<file path="config.mk">
export PLATFORM = sky130hd
export DESIGN_NAME = readback_framer
export DESIGN_NICKNAME = d
export VERILOG_FILES = /design/src/rtl/readback_framer_pkg.sv /design/src/rtl/readback_framer.sv
export SDC_FILE = /design/constraint.sdc
export NUM_CORES = 1
export LEC_CHECK = 0
export BUFFER_PORTS_ARGS = -buffer_cell sky130_fd_sc_hd__buf_2
export CAP_MARGIN = 20
export CORE_MARGIN = 2
export CORE_UTILIZATION = 35
export CTS_CLUSTER_DIAMETER = 60
export CTS_CLUSTER_SIZE = 14
export DETAILED_ROUTE_END_ITERATION = 10
export SETUP_SLACK_MARGIN = 0.05
export SYNTH_ARGS = -nofsm -noshare
export SYNTH_HDL_FRONTEND = slang
export SYNTH_SLANG_ARGS = --single-unit
</file>
<file path="constraint.sdc">
create_clock -name sys_clk -period 4.1 [get_ports sys_clk]
set_clock_uncertainty 0.05 [all_clocks]
set_input_delay 0.82 -clock sys_clk [delete_from_list [all_inputs] [get_ports sys_clk]]
set_output_delay 0.82 -clock sys_clk [all_outputs]
set_load 0.03 [all_outputs]
</file>
<file path="src/rtl/readback_framer_pkg.sv">
// Shared definitions for the readback framer: FSM encoding, marker defaults
// and the bit positions of the fields inside a frame word.
package readback_framer_pkg;

  typedef enum logic [1:0] {
    ST_IDLE    = 2'd0,
    ST_PAYLOAD = 2'd1,
    ST_DISCARD = 2'd2,
    ST_TRAILER = 2'd3
  } state_t;

  localparam logic [7:0] HDR_MARK_DEF = 8'hA5;
  localparam logic [7:0] TRL_MARK_DEF = 8'h5A;

  // Field offsets within a 32-bit frame word.
  localparam int MARK_LSB = 24;
  localparam int SEQ_LSB  = 16;
  localparam int TAG_LSB  = 24;
  localparam int IDX_LSB  = 16;
  localparam int CNT_LSB  = 8;

endpackage

</file>
<file path="src/rtl/readback_framer.sv">
// Packs readback items into header / payload / trailer words and writes them
// into the readback FIFO, honouring wrfull backpressure.
module readback_framer
  import readback_framer_pkg::*;
#(
  parameter int         MAX_PAYLOAD = 64,
  parameter logic [7:0] HDR_MARK    = HDR_MARK_DEF,
  parameter logic [7:0] TRL_MARK    = TRL_MARK_DEF
) (
  input  logic        sys_clk,
  input  logic        reset,
  input  logic        rb_valid,
  output logic        rb_ready,
  input  logic [7:0]  rb_tag,
  input  logic [15:0] rb_data,
  input  logic        rb_last,
  output logic        fifo_wrreq,
  output logic [31:0] fifo_data,
  input  logic        fifo_wrfull,
  output logic        busy,
  output logic [15:0] drop_count,
  output logic [1:0]  dbg_state
);

  // Handshake: an item transfers on a rising edge where rb_valid & rb_ready;
  // rb_valid must stay asserted with stable tag/data/last until that edge.

  localparam logic [7:0] MAX_CNT = 8'(MAX_PAYLOAD);

  state_t      state, state_next;
  logic [7:0]  count, checksum, frame_seq;
  logic        trunc;
  logic        accept, at_max;
  logic        hdr_en, pay_en, trl_en, drop_en, wr_en;
  logic [31:0] wr_word;

  function automatic logic [7:0] fold_bytes(input logic [31:0] w);
    return w[31:24] ^ w[23:16] ^ w[15:8] ^ w[7:0];
  endfunction

  assign accept    = rb_valid & rb_ready;
  assign at_max    = (count == MAX_CNT);
  assign dbg_state = state;

  always_ff @(posedge sys_clk) begin
    if (reset) state <= ST_IDLE;
    else       state <= state_next;
  end

  always_comb begin
    state_next = state;
    case (state)
      ST_IDLE:    if (rb_valid && !fifo_wrfull) state_next = ST_PAYLOAD;
      ST_PAYLOAD: if (accept && rb_last)        state_next = ST_TRAILER;
                  else if (accept && at_max)    state_next = ST_DISCARD;
      ST_DISCARD: if (accept && rb_last)        state_next = ST_TRAILER;
      ST_TRAILER: if (!fifo_wrfull)             state_next = ST_IDLE;
      default:                                  state_next = ST_IDLE;
    endcase
  end

  always_comb begin
    rb_ready = 1'b0;
    busy     = (state != ST_IDLE);
    hdr_en   = 1'b0;
    pay_en   = 1'b0;
    trl_en   = 1'b0;
    drop_en  = 1'b0;
    wr_word  = 32'h0;
    case (state)
      ST_IDLE: begin
        hdr_en  = rb_valid & ~fifo_wrfull;
        wr_word = {HDR_MARK, frame_seq, 16'h0000};
      end
      ST_PAYLOAD: begin
        rb_ready = ~fifo_wrfull;
        pay_en   = accept & ~at_max;
        drop_en  = accept & at_max;
        wr_word  = {rb_tag, count, rb_data};
      end
      ST_DISCARD: begin
        // Overflow items are swallowed even while the FIFO is full.
        rb_ready = 1'b1;
        drop_en  = accept;
      end
      ST_TRAILER: begin
        trl_en  = ~fifo_wrfull;
        wr_word = {TRL_MARK | {7'b0, trunc}, frame_seq, count, checksum};
      end
      default: ;
    endcase
    wr_en = hdr_en | pay_en | trl_en;
  end

  always_ff @(posedge sys_clk) begin
    if (reset) begin
      fifo_wrreq <= 1'b0;
      fifo_data  <= 32'h0;
      count      <= 8'h0;
      checksum   <= 8'h0;
      frame_seq  <= 8'h0;
      trunc      <= 1'b0;
      drop_count <= 16'h0;
    end else begin
      fifo_wrreq <= wr_en;
      if (wr_en) fifo_data <= wr_word;
      if (hdr_en) begin
        count    <= 8'h0;
        checksum <= 8'h0;
        trunc    <= 1'b0;
      end
      if (pay_en) begin
        count    <= count + 8'd1;
        checksum <= checksum ^ fold_bytes(wr_word);
      end
      if (drop_en) begin
        trunc <= 1'b1;
        if (drop_count != 16'hFFFF) drop_count <= drop_count + 16'd1;
      end
      if (trl_en) begin
        frame_seq <= frame_seq + 8'd1;
        trunc     <= 1'b0;
      end
    end
  end

endmodule

</file>
=== Yosys cells after proc, flatten, opt, wreduce, memory -nomap -nowiden ===
Index checks and enable logic that the tools add are counted.

* Word-level logic and storage cells: 60
* Register bits after elaboration: 76
* Input port bits: 29
* Output and inout bits: 53

* Equality and inequality tests: 9
* Mux-type cells: 17
* $add $sub $neg: 3
* Reductions and logical operators: 11
* Bitwise logic cells: 12

{| class="wikitable"
|+ Operators by type and width
! kind !! count
|-
| case mux 32 bit (3 select lines) || 1
|-
| XOR 8 bit || 4
|-
| 2-to-1 mux 8 bit || 3
|-
| adder 16 x 1 -> 16 bit (second input constant) || 1
|-
| adder 8 x 1 -> 8 bit (second input constant) || 2
|-
| != test 16 bit (second input constant) || 1
|-
| 2-to-1 mux 2 bit || 5
|-
| == test 8 x 7 -> 1 bit (second input constant) || 1
|-
| case mux 2 bit (4 select lines) || 1
|-
| != test 2 bit (second input constant) || 3
|-
| nonzero test 2 bit || 3
|-
| 2-to-1 mux 1 bit || 5
|-
| bitwise AND 1 bit || 4
|-
| == test 2 bit (second input constant) || 2
|-
| case mux 1 bit (2 select lines) || 2
|-
| AND reduction 4 bit || 1
|-
| logical AND 1 bit || 3
|-
| != test 3 bit (second input constant) || 1
|-
| == test 2 x 1 -> 1 bit (second input constant) || 1
|-
| logical NOT 2 bit || 1
|-
| NOT 1 bit || 2
|-
| bitwise OR 1 bit || 2
|-
| AND reduction 2 bit || 1
|-
| OR reduction 2 bit || 1
|-
| logical NOT 1 bit || 1
|}

=== Longest topological paths before layout ===
Gate-level depths: netlist of the first run.

* Word-level depth: 7
* Gate-level depth with buffers: 12
* Mapped depth without buffers: 8

=== Worst setup path after synthesis of the first run ===
No wires, ideal clock.

* Kind: register -> output
* From: register state[0], in the netlist dbg_state[0]
* To: output rb_ready
* Stages on the path, launching flop included: 8
* Slack: 1.358 ns
* Buffers on the path: 4
* Required time: 3.230 ns
* Data arrival time: 1.872 ns
* Cell sequence: dfxtp_1 -> buf_2 -> inv_1 -> ha_1 -> buf_4 -> buf_2 -> buf_1 -> o21a_1

* Cells in the longest elaborated chain, start to end: 2
* Elaborated cells between the ends (all ways): 3
* Those cells by class: eq/ne (2); mux (1)

{| class="wikitable"
|+ RTL lines
! element !! RTL line !! source
|-
| start, declared || readback_framer.sv:30 || <nowiki>state_t state, state_next;</nowiki>
|-
| start signal, assigned || readback_framer.sv:47 || <nowiki>else state <= state_next;</nowiki>
|-
| == test 2 bit / == test 2 x 1 -> 1 bit (equally long branches) || readback_framer.sv:70 || <nowiki>case (state)</nowiki>
|-
| case mux 1 bit (2 select lines) * || readback_framer.sv:70 ||
|-
| end, declared || readback_framer.sv:13 || <nowiki>output logic rb_ready,</nowiki>
|}

Mark *: on every way between the ends. The rest lies on a longest branch, timed or not.

=== Final worst setup path of the first run ===
* From: register state[0], in the netlist dbg_state[0]
* To: register fifo_data[12]

* Cells in the longest elaborated chain, start to end: 7
* Elaborated cells between the ends (all ways): 13
* Those cells by class: eq/ne (3); mux (5); bitwise (4); reduce/logical (1)

{| class="wikitable"
|+ RTL lines
! element !! RTL line !! source
|-
| == test 2 bit / == test 2 x 1 -> 1 bit (equally long branches) || readback_framer.sv:70 ||
|-
| case mux 1 bit (2 select lines) || readback_framer.sv:70 ||
|-
| bitwise AND 1 bit || readback_framer.sv:41 || <nowiki>assign accept = rb_valid & rb_ready;</nowiki>
|-
| bitwise AND 1 bit || readback_framer.sv:77 || <nowiki>pay_en = accept & ~at_max;</nowiki>
|-
| 2-to-1 mux 1 bit || readback_framer.sv:70 ||
|-
| bitwise OR 1 bit (2 in series) || readback_framer.sv:92 || <nowiki>wr_en = hdr_en | pay_en | trl_en;</nowiki>
|-
| end signal, assigned || readback_framer.sv:106 || <nowiki>if (wr_en) fifo_data <= wr_word;</nowiki>
|-
| end, declared || readback_framer.sv:18 || <nowiki>output logic [31:0] fifo_data,</nowiki>
|}

Several ways; a longest one is shown, not always the timed one.
A chain may end at the register's enable or synchronous reset.

==> results of run 1 <==
-- cells in the final DEF, fill, tap and decap left out, drive strengths merged, types with 9 or more instances in the layout --
master and n:
nand2 21, a21oi 17, xnor2 12, nor2b 12, nor2 92, dfxtp 76
xor2 24, nand3 17, ha 9, nand4 12, a22oi 25, a211oi 11
a31oi 12, clkbuf 11, buf 86, or3 11, mux2i 36
-- cells in the mapped netlist (all sizes together), types with 2 or more instances --
cell      n
nor2     92
dfxtp    76
mux2i    36
a22oi    25
xor2     24
buf      21
nand2    21
a21oi    17
nand3    17
a31oi    12
nand4    12
nor2b    12
xnor2    12
a211oi   11
or3      11
clkbuf    9
ha        9
and3      7
inv       7
o21ai     6
nand3b    5
and2      4
a2111oi   2
nor3      2
-- metal layers --
layer	vias to the layer above	routed length (um)	track usage
li1	1756	-	-
met4	0	136	0.0502
met3	9	671	0.0425
met1	1654	5000	0.236
met2	105	4540	0.251
met5	-	0	0
-- final cells by class --
cell class / count / share of cell area
clock buffers: 11 / 0.0526
inverters: 7 / 0.00547
repair buffers: 86 / 0.0922
multi-input cells: 348 / 0.486
well taps: 143 / 0.0372
flip-flops and latches: 76 / 0.317
clock inverters: 4 / 0.0102
-- through the flow --
stage                     worst slack, ns   util  total power, mW  area (um2)
after floorplan                      1.36      -             1.51        4070
after global placement               1.10  0.396             1.64        4500
after detailed placement             1.00  0.396             1.66        4500
after CTS                           0.980  0.423             2.46        4810
after global routing                0.744  0.423             2.58        4810
final                               0.980  0.423             2.45        4810
-- cells by family after synthesis --
logic type	synth area share
AOI/OAI and AO/OA	0.151
xor gates and xnor gates	0.0775
adders and majority gates	0.0277
buffers and inverters	0.0532
DFF	0.374
muxes	0.0885
and+or+nand+nor	0.228
-- worst reg2reg max path, stage by stage (launching register included) --
cell and delay [ns]:
sky130_fd_sc_hd__dfxtp_1 0.54, sky130_fd_sc_hd__inv_1 0.20, sky130_fd_sc_hd__ha_1 0.40, sky130_fd_sc_hd__nand2_2 0.13, sky130_fd_sc_hd__nor3b_4 0.34, sky130_fd_sc_hd__a21boi_4 0.20
sky130_fd_sc_hd__nand2b_2 0.43, sky130_fd_sc_hd__buf_4 0.39, sky130_fd_sc_hd__mux2i_1 0.24, sky130_fd_sc_hd__nor2_1 0.05
-- flip-flops by register name, summed over array words and instances, names as in the netlist --
signal	flops
trunc	1
count	8
dbg_state	2
fifo_data	32
checksum	8
drop_count	16
frame_seq	8
fifo_wrreq	1
-- report_power, final --
part,internal [mW],total [mW],switching [mW]
combinational,0.284,0.826,0.542
sequential,0.782,0.822,0.0402
clock,0.500,0.802,0.302
total,1.57,2.45,0.884
-- worst min path at each step --
stage / slack [ns] / startpoint / endpoint
2_1_floorplan: 0.42 / frame_seq[7] / frame_seq[7]
3_3_place_gp: 0.43 / fifo_data[11] / fifo_data[11]
3_5_place_dp: 0.43 / fifo_data[13] / fifo_data[13]
4_1_cts: 0.45 / fifo_data[13] / fifo_data[13]
5_1_grt: 0.47 / fifo_data[13] / fifo_data[13]
6_report: 0.44 / fifo_data[13] / fifo_data[13]
==> PnR_summary.wiki, run 1 <==
{| class="wikitable"
! Metric !! Value
|-
| Share of the clock period used by the worst path after layout || 0.761
|-
| RSZ-0062 raised after global routing || false
|-
| Post_cts resized || 0
|-
| Initial antenna violation count || 0
|-
| Post-DR wirelength/cell || 15.3 um
|-
| Critical path depth in cells || 9
|-
| Effective utilization at floorplan || 0.358
|-
| Pre-antenna DRT Iters || 4
|-
| Sum of buffers and inverters on the critical path || 2
|-
| Area inside the core boundary || 0.0114 mm2
|-
| Vias in the first global route || 3,363
|-
| CP peak stage delay || 0.54 ns
|-
| Data arrival time of the critical path || 3.26 ns
|-
| Number of flops mapped to enable cells by yosys || 0
|-
| Top delay family on crit path || simple AND/OR/NAND/NOR gates
|-
| CTS tree || built
|-
| Detailed Route Iter0 Violations || 208
|-
| Clk_lat worst skew || 0.33 ns
|-
| Wire length of the first global-routing pass || 16,900 um
|-
| Final cell count without fillers || 675
|-
| Area Growth Syn to Fin || 18.1%
|-
| Max-Slew Margin vs Limit || 0.353
|-
| Shortest period the worst path allows || 3.12 ns
|-
| Yosys warnings || 0
|-
| Number of antenna-violating nets in the routed design || 0
|-
| Start point of the critical path || dbg_state[0]
|-
| Sequential Area || 0.00152 mm2
|-
| DRC violations left || 0
|-
| Startpoint of the worst-slack reg-to-reg timing path || dbg_state[0]
|-
| Ratio of cells with drive above 1 in the final layout || 0.242
|-
| Post-CTS Setup Inserts || 0
|-
| Placed Cells || 660
|-
| Setup violation total in the final timing report || 0
|-
| Max-Cap Viols || 0
|-
| Crit path to || fifo_data[12]
|-
| Most used flip-flop cell after synthesis || sky130_fd_sc_hd__dfxtp_1
|-
| Final Net Count || 566
|-
| Total Die Area || 0.0125 mm2
|-
| CP Cell Sequence || inv_1, ha_1, nand2_2, nor3b_4, a21boi_4, nand2b_2, buf_4, mux2i_1, nor2_1
|-
| Number of fillers in the final layout || 1,144
|-
| Max Fanout on Critical Path || 24
|-
| Detailed placement HPWL || 7540 um
|-
| Pin count of the biggest net entering global routing || 54
|-
| Multi-input logic area || 0.00233 mm2
|-
| Die X-Extent || 112 um
|-
| Clock slew seen by the registers of the worst setup and hold paths || 0.06 ns
|-
| Most area-consuming cells after synthesis || sky130_fd_sc_hd__dfxtp_1 (37%), sky130_fd_sc_hd__mux2i_1 (8.9%), sky130_fd_sc_hd__nor2_1 (8.4%)
|-
| Final antenna diode count || 0
|-
| Outcome || finished, final reports clean
|-
| Flip-flop and latch count after synthesis || 76
|-
| Number of hold-repair buffers added at the cts stage || 0
|-
| Power density over the cells || 510 mW/mm2
|-
| VDD IR max || 231 uV
|-
| Share of the synthesized area in the top cell type || 0.374
|-
| Worst-margin pin slew || 0.970 ns
|-
| Synth Area per Inst || 8.83 um2
|-
| Share of the yosys chip area belonging to registers || 0.374
|-
| Slowest-stage cell, CP || sky130_fd_sc_hd__dfxtp_1
|-
| Final worst hold slack || 0.440 ns
|-
| Vias/cell || 5.22
|-
| Syn nets || 499
|-
| Hold Violations, Final || 0
|-
| Category of the critical setup timing path || flop to flop
|-
| End of the worst register-to-register path || fifo_data[12]
|-
| Number of buffers created by CTS || 9
|-
| Standby leakage power || 2.00 nW
|-
| Die Y-Extent || 112 um
|-
| Pins Over Slew Limit || 0
|-
| GRT Residual Overflow || 0
|-
| Yosys cell types || 47
|-
| GRT Util Overall || 0.167
|-
| Row count || 39
|-
| Asr flop ratio synth || 0
|-
| Crit path required time || 4.23 ns
|-
| Cell Area, Synth || 0.00407 mm2
|-
| Endpoint kind of the worst setup timing path || flop
|-
| Cells after synthesis || 461
|-
| Vias after detailed routing || 3,524
|-
| IO Pins || 82
|-
| Category of the worst setup path launch point || flop
|-
| Maximum clock path buffer count || 2
|-
| Maximum clock frequency || 320 MHz
|-
| Clock sinks || 76
|-
| Port Buf Inserts || 81
|-
| Final routed wirelength across all metal layers || 10,300 um
|-
| Post-Route Setup TNS || 0 ns
|-
| Buffer type at the clock tree root || sky130_fd_sc_hd__clkbuf_16
|-
| Placer's final routability congestion estimate || 0.812
|-
| Cell accounting for the most synthesized area || sky130_fd_sc_hd__dfxtp_1
|-
| R2r setup slk || 0.98 ns
|-
| CTS HTree Levels || 3
|-
| Hold crit path type || flop to flop
|-
| Hold path depth || 2
|-
| Path depth of the worst reg2reg path || 9
|}
Power figures use the tool's default switching activity.
==> run 2: changes to the inputs <==
==> constraint.sdc (replaced) <==
create_clock -name sys_clk -period 2.7 [get_ports sys_clk]
set_clock_uncertainty 0.05 [all_clocks]
set_input_delay 0.54 -clock sys_clk [delete_from_list [all_inputs] [get_ports sys_clk]]
set_output_delay 0.54 -clock sys_clk [all_outputs]
set_load 0.03 [all_outputs]
==> run 2 against run 1 <==
- hold slack better by 0.0038 ns
- worst setup slack worse by 0.68 ns
- non-clock buffer count increased by 7
- flip-flop and latch count unchanged
- final area grew 2.3%
- largest cell class unchanged
- sequential power rose by 48%
- maximum frequency up 30%
==> PnR_summary.wiki, run 2 (synthesis results as in run 1) <==
{| class="wikitable"
! Metric !! Value
|-
| Part of the power in the clock network || 0.344 (+0.017)
|-
| Clock slew seen by the registers of the worst setup and hold paths || 0.06 ns (about the same)
|-
| CTS tree || built
|-
| Max Fanout on Critical Path || 9 (-63%)
|-
| Total Die Area || 0.0125 mm2 (unchanged)
|-
| End of the worst register-to-register path || checksum[4]
|-
| Standby leakage power || 2.05 nW (+2.8%)
|-
| Area inside the core boundary || 0.0114 mm2 (unchanged)
|-
| Endpoint kind of the worst setup timing path || flop
|-
| Vias in the first global route || 3,375 (+0.36%)
|-
| Post-Route Setup TNS || 0 ns (unchanged)
|-
| Combinational fraction of design power || 0.341 (+0.004)
|-
| Area Growth Syn to Fin || 20.7%
|-
| Number of fillers in the final layout || 1,122 (-1.9%)
|-
| Effective utilization at floorplan || 0.358 (unchanged)
|-
| Worst-margin pin slew || 0.485 ns (-0.485 ns)
|-
| GRT Util Overall || 0.172 (+0.00518)
|-
| Port Buf Inserts || 81 (unchanged)
|-
| Pins Over Slew Limit || 0 (unchanged)
|-
| Max-Slew Margin vs Limit || 0.667 (+0.314)
|-
| Vias/cell || 5.14 (-1.5%)
|-
| Design Area, Final || 0.00491 mm2 (+2.3%)
|-
| RSZ-0062 raised after global routing || false
|-
| Outcome || finished, final reports clean
|-
| Most common cell after layout, fill and taps aside || sky130_fd_sc_hd__nor2_1
|-
| Wire length of the first global-routing pass || 17,200 um (+1.5%)
|-
| Shortest period the worst path allows || 2.40 ns (-0.723 ns)
|-
| Setup violation total in the final timing report || 0 (unchanged)
|-
| Die X-Extent || 112 um (unchanged)
|-
| R2r setup slk || 0.30 ns (-0.68 ns)
|-
| CTS HTree Levels || 3 (unchanged)
|-
| Hold Violations, Final || 0 (unchanged)
|-
| Sequential cell fraction of total power || 0.315 (-0.020)
|-
| Hold path depth || 2 (unchanged)
|-
| Number of flip-flops under the largest register name || 32 (unchanged)
|-
| Die Y-Extent || 112 um (unchanged)
|-
| Maximum clock frequency || 417 MHz (+30%)
|-
| DRC violations left || 0 (unchanged)
|-
| Share of the clock period used by the worst path after layout || 0.888 (+0.127)
|-
| Row count || 39 (unchanged)
|-
| Pre-antenna DRT Iters || 4 (unchanged)
|-
| Path depth of the worst reg2reg path || 8 (-1)
|-
| Largest reg by FF count || fifo_data
|-
| Sw Pwr || 1.36 mW (+54%)
|-
| Clk_lat worst skew || 0.34 ns (about the same)
|-
| IO Pins || 82 (unchanged)
|-
| Ratio of cells with drive above 1 in the final layout || 0.250 (+0.00752)
|-
| Regs by FF count || fifo_data (32), drop_count (16)
|-
| Number of antenna-violating nets in the routed design || 0 (unchanged)
|-
| Power density over the cells || 790 mW/mm2 (+55%)
|-
| Post-CTS Setup Inserts || 0 (unchanged)
|-
| Clock sinks || 76 (unchanged)
|-
| Top library cells by usage in the layout, fill and taps aside || sky130_fd_sc_hd__nor2_1 (91), sky130_fd_sc_hd__buf_2 (81), sky130_fd_sc_hd__dfxtp_1 (76)
|-
| Initial antenna violation count || 0 (unchanged)
|-
| Net switching fraction of the power || 0.351 (-0.0102)
|-
| Detailed Route Iter0 Violations || 231 (+11%)
|-
| Placed cell area || 0.00458 mm2 (+1.7%)
|-
| Final antenna diode count || 0 (unchanged)
|-
| Crit path required time || 2.91 ns (-1.32 ns)
|-
| Max-Cap Viols || 0 (unchanged)
|-
| Multi-input logic area || 0.00233 mm2 (unchanged)
|-
| GRT Residual Overflow || 0 (unchanged)
|-
| Final routed wirelength across all metal layers || 10,300 um (-0.11%)
|-
| VDD IR max || 339 uV (+46%)
|-
| Buffer type at the clock tree root || sky130_fd_sc_hd__clkbuf_16
|-
| Data arrival time of the critical path || 2.61 ns (-0.65 ns)
|-
| Startpoint of the worst-slack reg-to-reg timing path || dbg_state[0]
|-
| Number of buffers created by CTS || 9 (unchanged)
|-
| Placer's final routability congestion estimate || 0.853 (+5.1%)
|-
| Final Net Count || 573 (+1.2%)
|-
| Hold crit path type || flop to flop
|-
| Endpoint, Worst Hold || fifo_data[3]
|-
| Category of the critical setup timing path || flop to flop
|-
| Detailed placement HPWL || 7410 um (-1.8%)
|-
| Pin count of the biggest net entering global routing || 77 (+43%)
|-
| Post-DR wirelength/cell || 15.1 um (-1.3%)
|-
| Vias after detailed routing || 3,512 (-0.34%)
|-
| Category of the worst setup path launch point || flop
|-
| Cell internal pwr || 2.52 mW (+61%)
|-
| Maximum clock path buffer count || 2 (unchanged)
|-
| Sequential Area || 0.00152 mm2 (unchanged)
|-
| Hold Crit Start || fifo_data[3]
|-
| Total chip power || 3.88 mW (+59%)
|}
run 2: how the worst max path moves through the flow:
stage,endpoint,cells after the start,from
5_1_grt,checksum[4],8,dbg_state[1]
2_1_floorplan,dbg_state[0],10,dbg_state[0]
6_report,checksum[4],8,dbg_state[0]
3_5_place_dp,fifo_data[14],9,dbg_state[0]
4_1_cts,fifo_data[14],9,dbg_state[0]
3_3_place_gp,checksum[6],8,dbg_state[0]
run 2: stage by stage:
stage / hold slack [ns] / util / worst slack, ns / std cells
after detailed placement: 0.430 / 0.403 / 0.274 / 667
after global placement: 0.421 / 0.403 / 0.336 / 667
after CTS: 0.447 / 0.432 / 0.257 / 683
final: 0.444 / 0.432 / 0.303 / 683
after floorplan: 0.418 / - / 0.214 / 461
after global routing: 0.475 / 0.432 / 0.101 / 683
run 2: layer usage:
layer,vias to the layer above,wire (um),global-route usage
met3,13,693,0.0452
li1,1764,-,-
met5,-,0,0
met2,112,4490,0.254
met4,0,167,0.0650
met1,1623,4980,0.241
run 2: critical path: stages (launching register included):
cell and delay, ns:
sky130_fd_sc_hd__dfxtp_1 0.32, sky130_fd_sc_hd__buf_4 0.16, sky130_fd_sc_hd__ha_1 0.24, sky130_fd_sc_hd__or2_1 0.43, sky130_fd_sc_hd__a22oi_2 0.32, sky130_fd_sc_hd__mux2i_1 0.26, sky130_fd_sc_hd__xnor2_1 0.09, sky130_fd_sc_hd__or3_1 0.31
sky130_fd_sc_hd__a31oi_1 0.14
run 2: power groups by stage:
stage	clock network (mW)	logic (mW)	registers (mW)
2_1_floorplan	0	0.925	1.37
5_1_grt	1.42	1.45	1.23
3_3_place_gp	0	1.30	1.25
6_report	1.33	1.32	1.22
4_1_cts	1.37	1.32	1.22
3_5_place_dp	0	1.32	1.25
run 2: timing repair:
action / CTS / global route
gates resized for setup: 0 / 1
hold buffers: 0 / 0
setup endpoints to repair: 0 / 2
run 2: layout make-up:
class	count	share of cell area
timing repair buffer	93	0.107
sequential	76	0.310
inverter	7	0.00535
clock buffer	13	0.0530
tap	143	0.0364
multi-input combinational	348	0.475
clock inverter	3	0.0140
